===== config.mk =====
export PLATFORM = sky130hd
export DESIGN_NAME = mem_arbiter
export DESIGN_NICKNAME = d
export VERILOG_FILES = /design/src/rtl/mem_arbiter_pkg.sv /design/src/rtl/mem_arbiter_out_reg.sv /design/src/rtl/mem_arbiter.sv
export SDC_FILE = /design/constraint.sdc
export NUM_CORES = 1
export LEC_CHECK = 0
export BUFFER_PORTS_ARGS = -buffer_cell sky130_fd_sc_hd__buf_2
export CAP_MARGIN = 20
export CORE_AREA = 5 5 142 144
export CTS_BUF_LIST = sky130_fd_sc_hd__clkbuf_4 sky130_fd_sc_hd__clkbuf_8
export CTS_CLUSTER_SIZE = 8
export DETAILED_ROUTE_END_ITERATION = 8
export DIE_AREA = 0 0 147 149
export GPL_TIMING_DRIVEN = 1
export SLEW_MARGIN = 20
export SYNTH_ARGS = -nofsm -noshare
export SYNTH_HDL_FRONTEND = slang
export SYNTH_SLANG_ARGS = --single-unit

===== constraint.sdc =====
create_clock -name clk -period 2.12 [get_ports clk]
set_clock_uncertainty 0.2 [all_clocks]
set_input_delay 0.424 -clock clk [delete_from_list [all_inputs] [get_ports clk]]
set_output_delay 0.424 -clock clk [all_outputs]
set_load 0.05 [all_outputs]

===== src/rtl/mem_arbiter_pkg.sv =====
// Shared constants and state encodings
// for the icache/dcache memory arbiter.
package mem_arbiter_pkg;

  localparam logic MEM_ARB_PORT_IC = 1'b0;
  localparam logic MEM_ARB_PORT_DC = 1'b1;

  localparam int MEM_ADDR_BITS_DFLT = 28;
  localparam int MEM_DATA_BITS_DFLT = 64;
  localparam int BURST_BEATS_DFLT = 4;
  localparam int TAG_BITS_DFLT = 2;

  typedef enum logic [0:0] {
    ARB_IDLE   = 1'b0,
    ARB_WBURST = 1'b1
  } arb_state_e;

endpackage


===== src/rtl/mem_arbiter_out_reg.sv =====
// One-entry skid-free output register for the memory request port.
// Used only when MEM_ARBITER_OUT_REG_EN is defined.
module mem_arbiter_out_reg
   import mem_arbiter_pkg::*;
#(
   parameter int ADDR_W = 28,
   parameter int DATA_W = 64,
   parameter int TAG_W  = 3
) (
   input  logic              clk,
   input  logic              reset,
   input  logic              in_val_i,
   output logic              in_rdy_o,
   input  logic              in_rw_i,
   input  logic [ADDR_W-1:0] in_addr_i,
   input  logic [DATA_W-1:0] in_data_i,
   input  logic [TAG_W-1:0]  in_tag_i,
   output logic              out_val_o,
   input  logic              out_rdy_i,
   output logic              out_rw_o,
   output logic [ADDR_W-1:0] out_addr_o,
   output logic [DATA_W-1:0] out_data_o,
   output logic [TAG_W-1:0]  out_tag_o
);

   logic              valid_q, valid_d;
   logic              rw_q;
   logic [ADDR_W-1:0] addr_q;
   logic [DATA_W-1:0] data_q;
   logic [TAG_W-1:0]  tag_q;
   logic              load;

   assign in_rdy_o = ~valid_q | out_rdy_i;
   assign load     = in_val_i & in_rdy_o;

   always_comb begin
      valid_d = valid_q;
      if (load)
         valid_d = 1'b1;
      else if (out_rdy_i)
         valid_d = 1'b0;
   end

   always_ff @(posedge clk) begin
      if (reset) begin
         valid_q <= 1'b0;
      end else begin
         valid_q <= valid_d;
      end
   end

   // Payload needs no reset; it is qualified by valid_q.
   always_ff @(posedge clk) begin
      if (load) begin
         rw_q   <= in_rw_i;
         addr_q <= in_addr_i;
         data_q <= in_data_i;
         tag_q  <= in_tag_i;
      end
   end

   assign out_val_o  = valid_q;
   assign out_rw_o   = rw_q;
   assign out_addr_o = addr_q;
   assign out_data_o = data_q;
   assign out_tag_o  = tag_q;

endmodule


===== src/rtl/mem_arbiter.sv =====
// Two-to-one icache/dcache arbiter onto the backing-memory port.
// Define MEM_ARBITER_OUT_REG_EN to register the memory request side.
module mem_arbiter
   import mem_arbiter_pkg::*;
#(
   parameter int MEM_ADDR_BITS = MEM_ADDR_BITS_DFLT,
   parameter int MEM_DATA_BITS = MEM_DATA_BITS_DFLT,
   parameter int BURST_BEATS   = BURST_BEATS_DFLT,
   parameter int TAG_BITS      = TAG_BITS_DFLT
) (
   input  logic                     clk,
   input  logic                     reset,
   input  logic                     req0_val,
   output logic                     req0_rdy,
   input  logic [MEM_ADDR_BITS-1:0] req0_addr,
   input  logic [TAG_BITS-1:0]      req0_tag,
   input  logic                     req1_val,
   output logic                     req1_rdy,
   input  logic                     req1_rw,
   input  logic [MEM_ADDR_BITS-1:0] req1_addr,
   input  logic [MEM_DATA_BITS-1:0] req1_data,
   input  logic [TAG_BITS-1:0]      req1_tag,
   output logic                     resp0_val,
   output logic                     resp0_nack,
   output logic                     resp1_val,
   output logic                     resp1_nack,
   output logic [MEM_DATA_BITS-1:0] resp_data,
   output logic [TAG_BITS-1:0]      resp_tag,
   output logic                     mem_req_val,
   input  logic                     mem_req_rdy,
   output logic                     mem_req_rw,
   output logic [MEM_ADDR_BITS-1:0] mem_req_addr,
   output logic [MEM_DATA_BITS-1:0] mem_req_data,
   output logic [TAG_BITS:0]        mem_req_tag,
   input  logic                     mem_resp_val,
   input  logic                     mem_resp_nack,
   input  logic [MEM_DATA_BITS-1:0] mem_resp_data,
   input  logic [TAG_BITS:0]        mem_resp_tag
);

   localparam int CNT_W = (BURST_BEATS > 2) ? $clog2(BURST_BEATS) : 1;
   localparam logic [CNT_W-1:0] LAST_BEAT = CNT_W'(BURST_BEATS - 1);

   arb_state_e         state_q, state_d;
   logic [CNT_W-1:0]   beat_cnt_q, beat_cnt_d;
   logic               last_grant_q, last_grant_d;

   logic                     grant;
   logic                     sel_val;
   logic                     sel_rw;
   logic [MEM_ADDR_BITS-1:0] sel_addr;
   logic [MEM_DATA_BITS-1:0] sel_data;
   logic [TAG_BITS:0]        sel_tag;
   logic                     in_rdy;
   logic                     accept;
   logic                     resp_sel;

   always_comb begin
      grant = MEM_ARB_PORT_IC;
      if (state_q == ARB_WBURST)
         grant = MEM_ARB_PORT_DC;
      else if (req0_val && req1_val)
         grant = ~last_grant_q;
      else if (req1_val)
         grant = MEM_ARB_PORT_DC;
   end

   assign sel_val  = grant ? req1_val : req0_val;
   assign sel_rw   = grant & req1_rw;
   assign sel_addr = grant ? req1_addr : req0_addr;
   assign sel_data = grant ? req1_data : '0;
   assign sel_tag  = {grant, grant ? req1_tag : req0_tag};

   assign accept   = sel_val & in_rdy & ~reset;
   assign req0_rdy = ~grant & in_rdy & ~reset;
   assign req1_rdy = grant & in_rdy & ~reset;

`ifdef MEM_ARBITER_OUT_REG_EN
   logic out_val;

   mem_arbiter_out_reg #(
      .ADDR_W (MEM_ADDR_BITS),
      .DATA_W (MEM_DATA_BITS),
      .TAG_W  (TAG_BITS + 1)
   ) u_out_reg (
      .clk        (clk),
      .reset      (reset),
      .in_val_i   (sel_val & ~reset),
      .in_rdy_o   (in_rdy),
      .in_rw_i    (sel_rw),
      .in_addr_i  (sel_addr),
      .in_data_i  (sel_data),
      .in_tag_i   (sel_tag),
      .out_val_o  (out_val),
      .out_rdy_i  (mem_req_rdy),
      .out_rw_o   (mem_req_rw),
      .out_addr_o (mem_req_addr),
      .out_data_o (mem_req_data),
      .out_tag_o  (mem_req_tag)
   );

   assign mem_req_val = out_val & ~reset;
`else
   assign in_rdy       = mem_req_rdy;
   assign mem_req_val  = sel_val & ~reset;
   assign mem_req_rw   = sel_rw;
   assign mem_req_addr = sel_addr;
   assign mem_req_data = sel_data;
   assign mem_req_tag  = sel_tag;
`endif

   // Burst beats after the first never touch last_grant; port 0 wins next tie.
   always_comb begin
      state_d      = state_q;
      beat_cnt_d   = beat_cnt_q;
      last_grant_d = last_grant_q;
      unique case (state_q)
         ARB_IDLE: begin
            if (accept) begin
               last_grant_d = grant;
               if (grant && req1_rw) begin
                  beat_cnt_d = CNT_W'(1);
                  state_d    = ARB_WBURST;
               end
            end
         end
         ARB_WBURST: begin
            if (accept) begin
               if (beat_cnt_q == LAST_BEAT) begin
                  beat_cnt_d = '0;
                  state_d    = ARB_IDLE;
               end else begin
                  beat_cnt_d = beat_cnt_q + 1'b1;
               end
            end
         end
         default: state_d = ARB_IDLE;
      endcase
   end

   always_ff @(posedge clk) begin
      if (reset) begin
         state_q      <= ARB_IDLE;
         beat_cnt_q   <= '0;
         last_grant_q <= 1'b1;
      end else begin
         state_q      <= state_d;
         beat_cnt_q   <= beat_cnt_d;
         last_grant_q <= last_grant_d;
      end
   end

   assign resp_sel   = mem_resp_tag[TAG_BITS];
   assign resp0_val  = mem_resp_val & ~resp_sel & ~reset;
   assign resp1_val  = mem_resp_val & resp_sel & ~reset;
   assign resp0_nack = mem_resp_nack & ~resp_sel & ~reset;
   assign resp1_nack = mem_resp_nack & resp_sel & ~reset;
   assign resp_data  = mem_resp_data;
   assign resp_tag   = mem_resp_tag[TAG_BITS-1:0];

endmodule

==> results.py <==
metrics = {
    "routing": {
        "wirelength_mm": 8.23,
        "vias": 1983,
        "remaining_drc_errors": 0,
        "post_drt_via_cell_ratio": 3.25,
        "firstDrtPassIters": 4,
        "drt.antenna.violating_nets": 0,
        "detailedRoute.firstIterationViolations": 42,
        "post_drt_wl_per_cell_um": 13.5,
    },
    "synth": {
        "top_post_synthesis_cells_by_count": "sky130_fd_sc_hd__buf_4 (69), sky130_fd_sc_hd__and2_1 (67), sky130_fd_sc_hd__mux2_1 (30)",
        "synth_seq_cells": 4,
        "mappedNetlistArea_sq_mm": 0.00161,
        "synth_largest_area_cell": "sky130_fd_sc_hd__buf_4",
        "synthCells": 209,
        "synthDominantCellAreaShare_pct": 32.3,
        "synth_enable_flop_cells": 0,
        "synth_cell_types": 24,
        "synth_sequential_area_ratio_pct": 4.99,
        "synth.most_common_cell": "sky130_fd_sc_hd__buf_4",
        "synth.area.top_cells": "sky130_fd_sc_hd__buf_4 (32%), sky130_fd_sc_hd__and2_1 (26%), sky130_fd_sc_hd__mux2_1 (21%), sky130_fd_sc_hd__dfxtp_1 (5.0%), sky130_fd_sc_hd__buf_2 (2.2%)",
        "synthesis_warnings": 0,
        "async_reset_ff_share_pct": 0,
        "postSynth.topFlopCell": "sky130_fd_sc_hd__dfxtp_1",
        "postSynthNetCount": 409,
        "postSynthAreaPerCell_sq_um": 7.68,
    },
    "critical_path": {
        "cp-startpoint": "req1_val",
        "cp-start-kind": "input port",
        "critical_path.endpoint": "mem_req_addr[11]",
        "worstSetupPathType": "input port to output pin",
        "worstSetupEndpointType": "output pin",
        "rr_endpoint": "state_q$_SDFF_PP0_",
        "critPathArrivalTime_ns": 1.60,
        "crit_fanout": 31,
        "cp.required_ns": 1.50,
        "worst_r2r_startpoint": "state_q$_SDFF_PP0_",
        "r2r.worst_path.cells": 5,
        "worst-r2r-setup-slack_ns": 0.55,
    },
    "sta": {
        "tightest_slew_ns": 0.359,
        "fmax_mhz": 449,
        "finalMaxSlewViolations": 0,
        "setup-violations-final": 60,
        "grt_setup_unrepaired": "true",
        "final.setup.worst_slack_ns": -0.108,
        "slew_headroom_pct": 75.9,
        "final_hold_viol_count": 0,
        "timing.final.crit_period_ns": 2.23,
        "period_share_pct": 105,
    },
    "layout": {
        "layout-area-overhead-vs-synth_pct": 103,
        "finish.net_count": 579,
        "postLayoutCoreUtil_pct": 17.6,
        "num_antenna_cells": 0,
        "fin_cells": 611,
        "final_layout_size_suffix_gt1_share_pct": 79.8,
    },
    "clock_tree": {
        "ctsHoldBuffers": 0,
        "cts_tree": "built",
        "cts.sinks": 4,
        "tritoncts.num_buffers": 3,
        "clk-insertion-delay-late_ns": 0.21,
        "clockRootBuffer": "sky130_fd_sc_hd__clkbuf_8",
        "cts_buffer_depth": 2,
        "cts_htree_levels": 1,
        "worst_setup_hold_path_clk_slew_ns": 0.03,
    },
    "die": {
        "ios": 368,
        "fp.coreArea_sq_mm": 0.0186,
        "die_height_um": 149,
        "die_area_sq_mm": 0.0219,
        "start_util_pct": 8.64,
        "placement_rows": 50,
        "dieWidth_um": 147,
    },
    "outcome": {
        "failed_checks": "setup timing",
        "run_status": "finished with violations",
    },
    "flow_run": {
        "maxCapViolations": 0,
    },
    "global_route": {
        "grt_pass1_wl_mm": 11.9,
        "largest_net_degree_at_the_start_of_global_routing": 32,
        "antenna_violations_before_repair": 0,
        "grt_util_all_layers_pct": 6.63,
        "grt_pass1_vias": 2114,
        "global_route.overflow_total": 0,
    },
    "placed_design": {
        "place_congestion": 0.730,
        "io_buffers": 235,
        "dpl.cell_count": 605,
        "post_place_setup_slack_ns": -0.160,
        "dp.final_hpwl_mm": 6.33,
    },
    "pwr": {
        "clkPwrFrac_pct": 11.0,
        "share_seq_of_total_power_pct": 5.7,
        "finalPower_mw": 1.45,
        "power-per-cell-area_mw_per_mm2": 443,
        "netSwitchingPower_uw": 772,
        "peakVddDrop_uv": 300,
        "combinationalPowerShare_pct": 83.3,
        "p_leak_nw": 1.67,
        "p_sw_share_pct": 53.4,
        "p_int_uw": 675,
    },
    "worst_hold_path": {
        "hold_path.startpoint": "beat_cnt_q[1]$_SDFFE_PP0P_",
        "hp-class": "flip-flop to flip-flop",
    },
}
[registers in the layout (all words and copies together) (netlist names)]
signal and flops:
beat_cnt_q 2, last_grant_q 1, state_q 1
[per-layer routing]
layer  track usage (%)  routed length [um]  vias to the layer above
met5                 0                   0                        -
li1                  -                   -                      936
met1              8.07                3180                      910
met2              11.7                4230                      119
met4              1.72                 127                        0
met3              1.64                 688                       18
[worst min-delay path by stage]
stage,to,cells past startpoint
floorplan,beat_cnt_q[0]$_SDFFE_PP0P_,2
global placement,beat_cnt_q[0]$_SDFFE_PP0P_,2
detailed placement,beat_cnt_q[0]$_SDFFE_PP0P_,2
CTS,beat_cnt_q[1]$_SDFFE_PP0P_,2
global route,beat_cnt_q[1]$_SDFFE_PP0P_,2
finish,beat_cnt_q[1]$_SDFFE_PP0P_,2
[layout make-up]
cell class / count / area, sq um
Clock buffer: 3 / 41.3
Timing Repair Buffer: 244 / 1840
Tap cell: 234 / 293
Sequential cell: 4 / 81.3
Fill cell: 2066 / 15300
Inverter: 2 / 12.5
Multi-Input combinational cell: 124 / 998
[cell families (layout without fill, tap and decap cells)]
logic type	after synthesis	in the layout	share of synthesized area (%)
flip-flops	4	4	4.99
buffers and inverters	81	249	37.0
multiplexers	30	30	21.0
AND/OR/NAND/NOR	83	83	32.4
adder cells (fa/ha/maj)	1	1	0.779
AO/OA/AOI/OAI	10	10	3.74
[stage by stage]
stage	area, sq um	hold WS (ns)	TNS (ns)
2_1_floorplan	1640	0.249	-0.488
5_1_grt	3260	0.310	-5.94
6_report	3260	0.274	-3.24
3_5_place_dp	2610	0.274	-7.69
4_1_cts	3110	0.280	-4.93
3_3_place_gp	2610	0.269	-5.52
[worst max-delay path, stage by stage]
cell and delay (ns):
sky130_fd_sc_hd__buf_6 0.09, sky130_fd_sc_hd__a21boi_4 0.14, sky130_fd_sc_hd__nor2_4 0.16, sky130_fd_sc_hd__buf_12 0.22
sky130_fd_sc_hd__mux2_2 0.38, sky130_fd_sc_hd__buf_6 0.16
[cell usage in the layout, fill, tap and decap left out, types with 3 or more instances in the layout]
| master | instances |
|---|---|
| sky130_fd_sc_hd__and2_4 | 3 |
| sky130_fd_sc_hd__dfxtp_1 | 3 |
| sky130_fd_sc_hd__and2_2 | 30 |
| sky130_fd_sc_hd__buf_4 | 32 |
| sky130_fd_sc_hd__buf_12 | 4 |
| sky130_fd_sc_hd__o21ai_0 | 3 |
| sky130_fd_sc_hd__mux2_4 | 4 |
| sky130_fd_sc_hd__buf_2 | 137 |
| sky130_fd_sc_hd__clkbuf_8 | 3 |
| sky130_fd_sc_hd__and2_1 | 34 |
| sky130_fd_sc_hd__mux2_2 | 12 |
| sky130_fd_sc_hd__buf_6 | 67 |
| sky130_fd_sc_hd__nor2_1 | 3 |
| sky130_fd_sc_hd__a21oi_1 | 4 |
| sky130_fd_sc_hd__mux2_1 | 14 |
[power groups by stage]
stage          clock [mW]  combinational (mW)  sequential (mW)
3_3_place_gp            0               0.971           0.0818
2_1_floorplan           0                1.03           0.0811
4_1_cts             0.162                1.16           0.0815
5_1_grt             0.170                1.26           0.0821
6_report            0.159                1.21           0.0820
3_5_place_dp            0               0.979           0.0820
[repair_timing]
action,4_1_cts,5_1_grt
endpoints found under the setup margin,91,87
resized for setup,137,55
pin swaps,0,0
gates cloned,2,0
buffers inserted,1,0
Note: power is estimated with default switching activity, not from simulation.
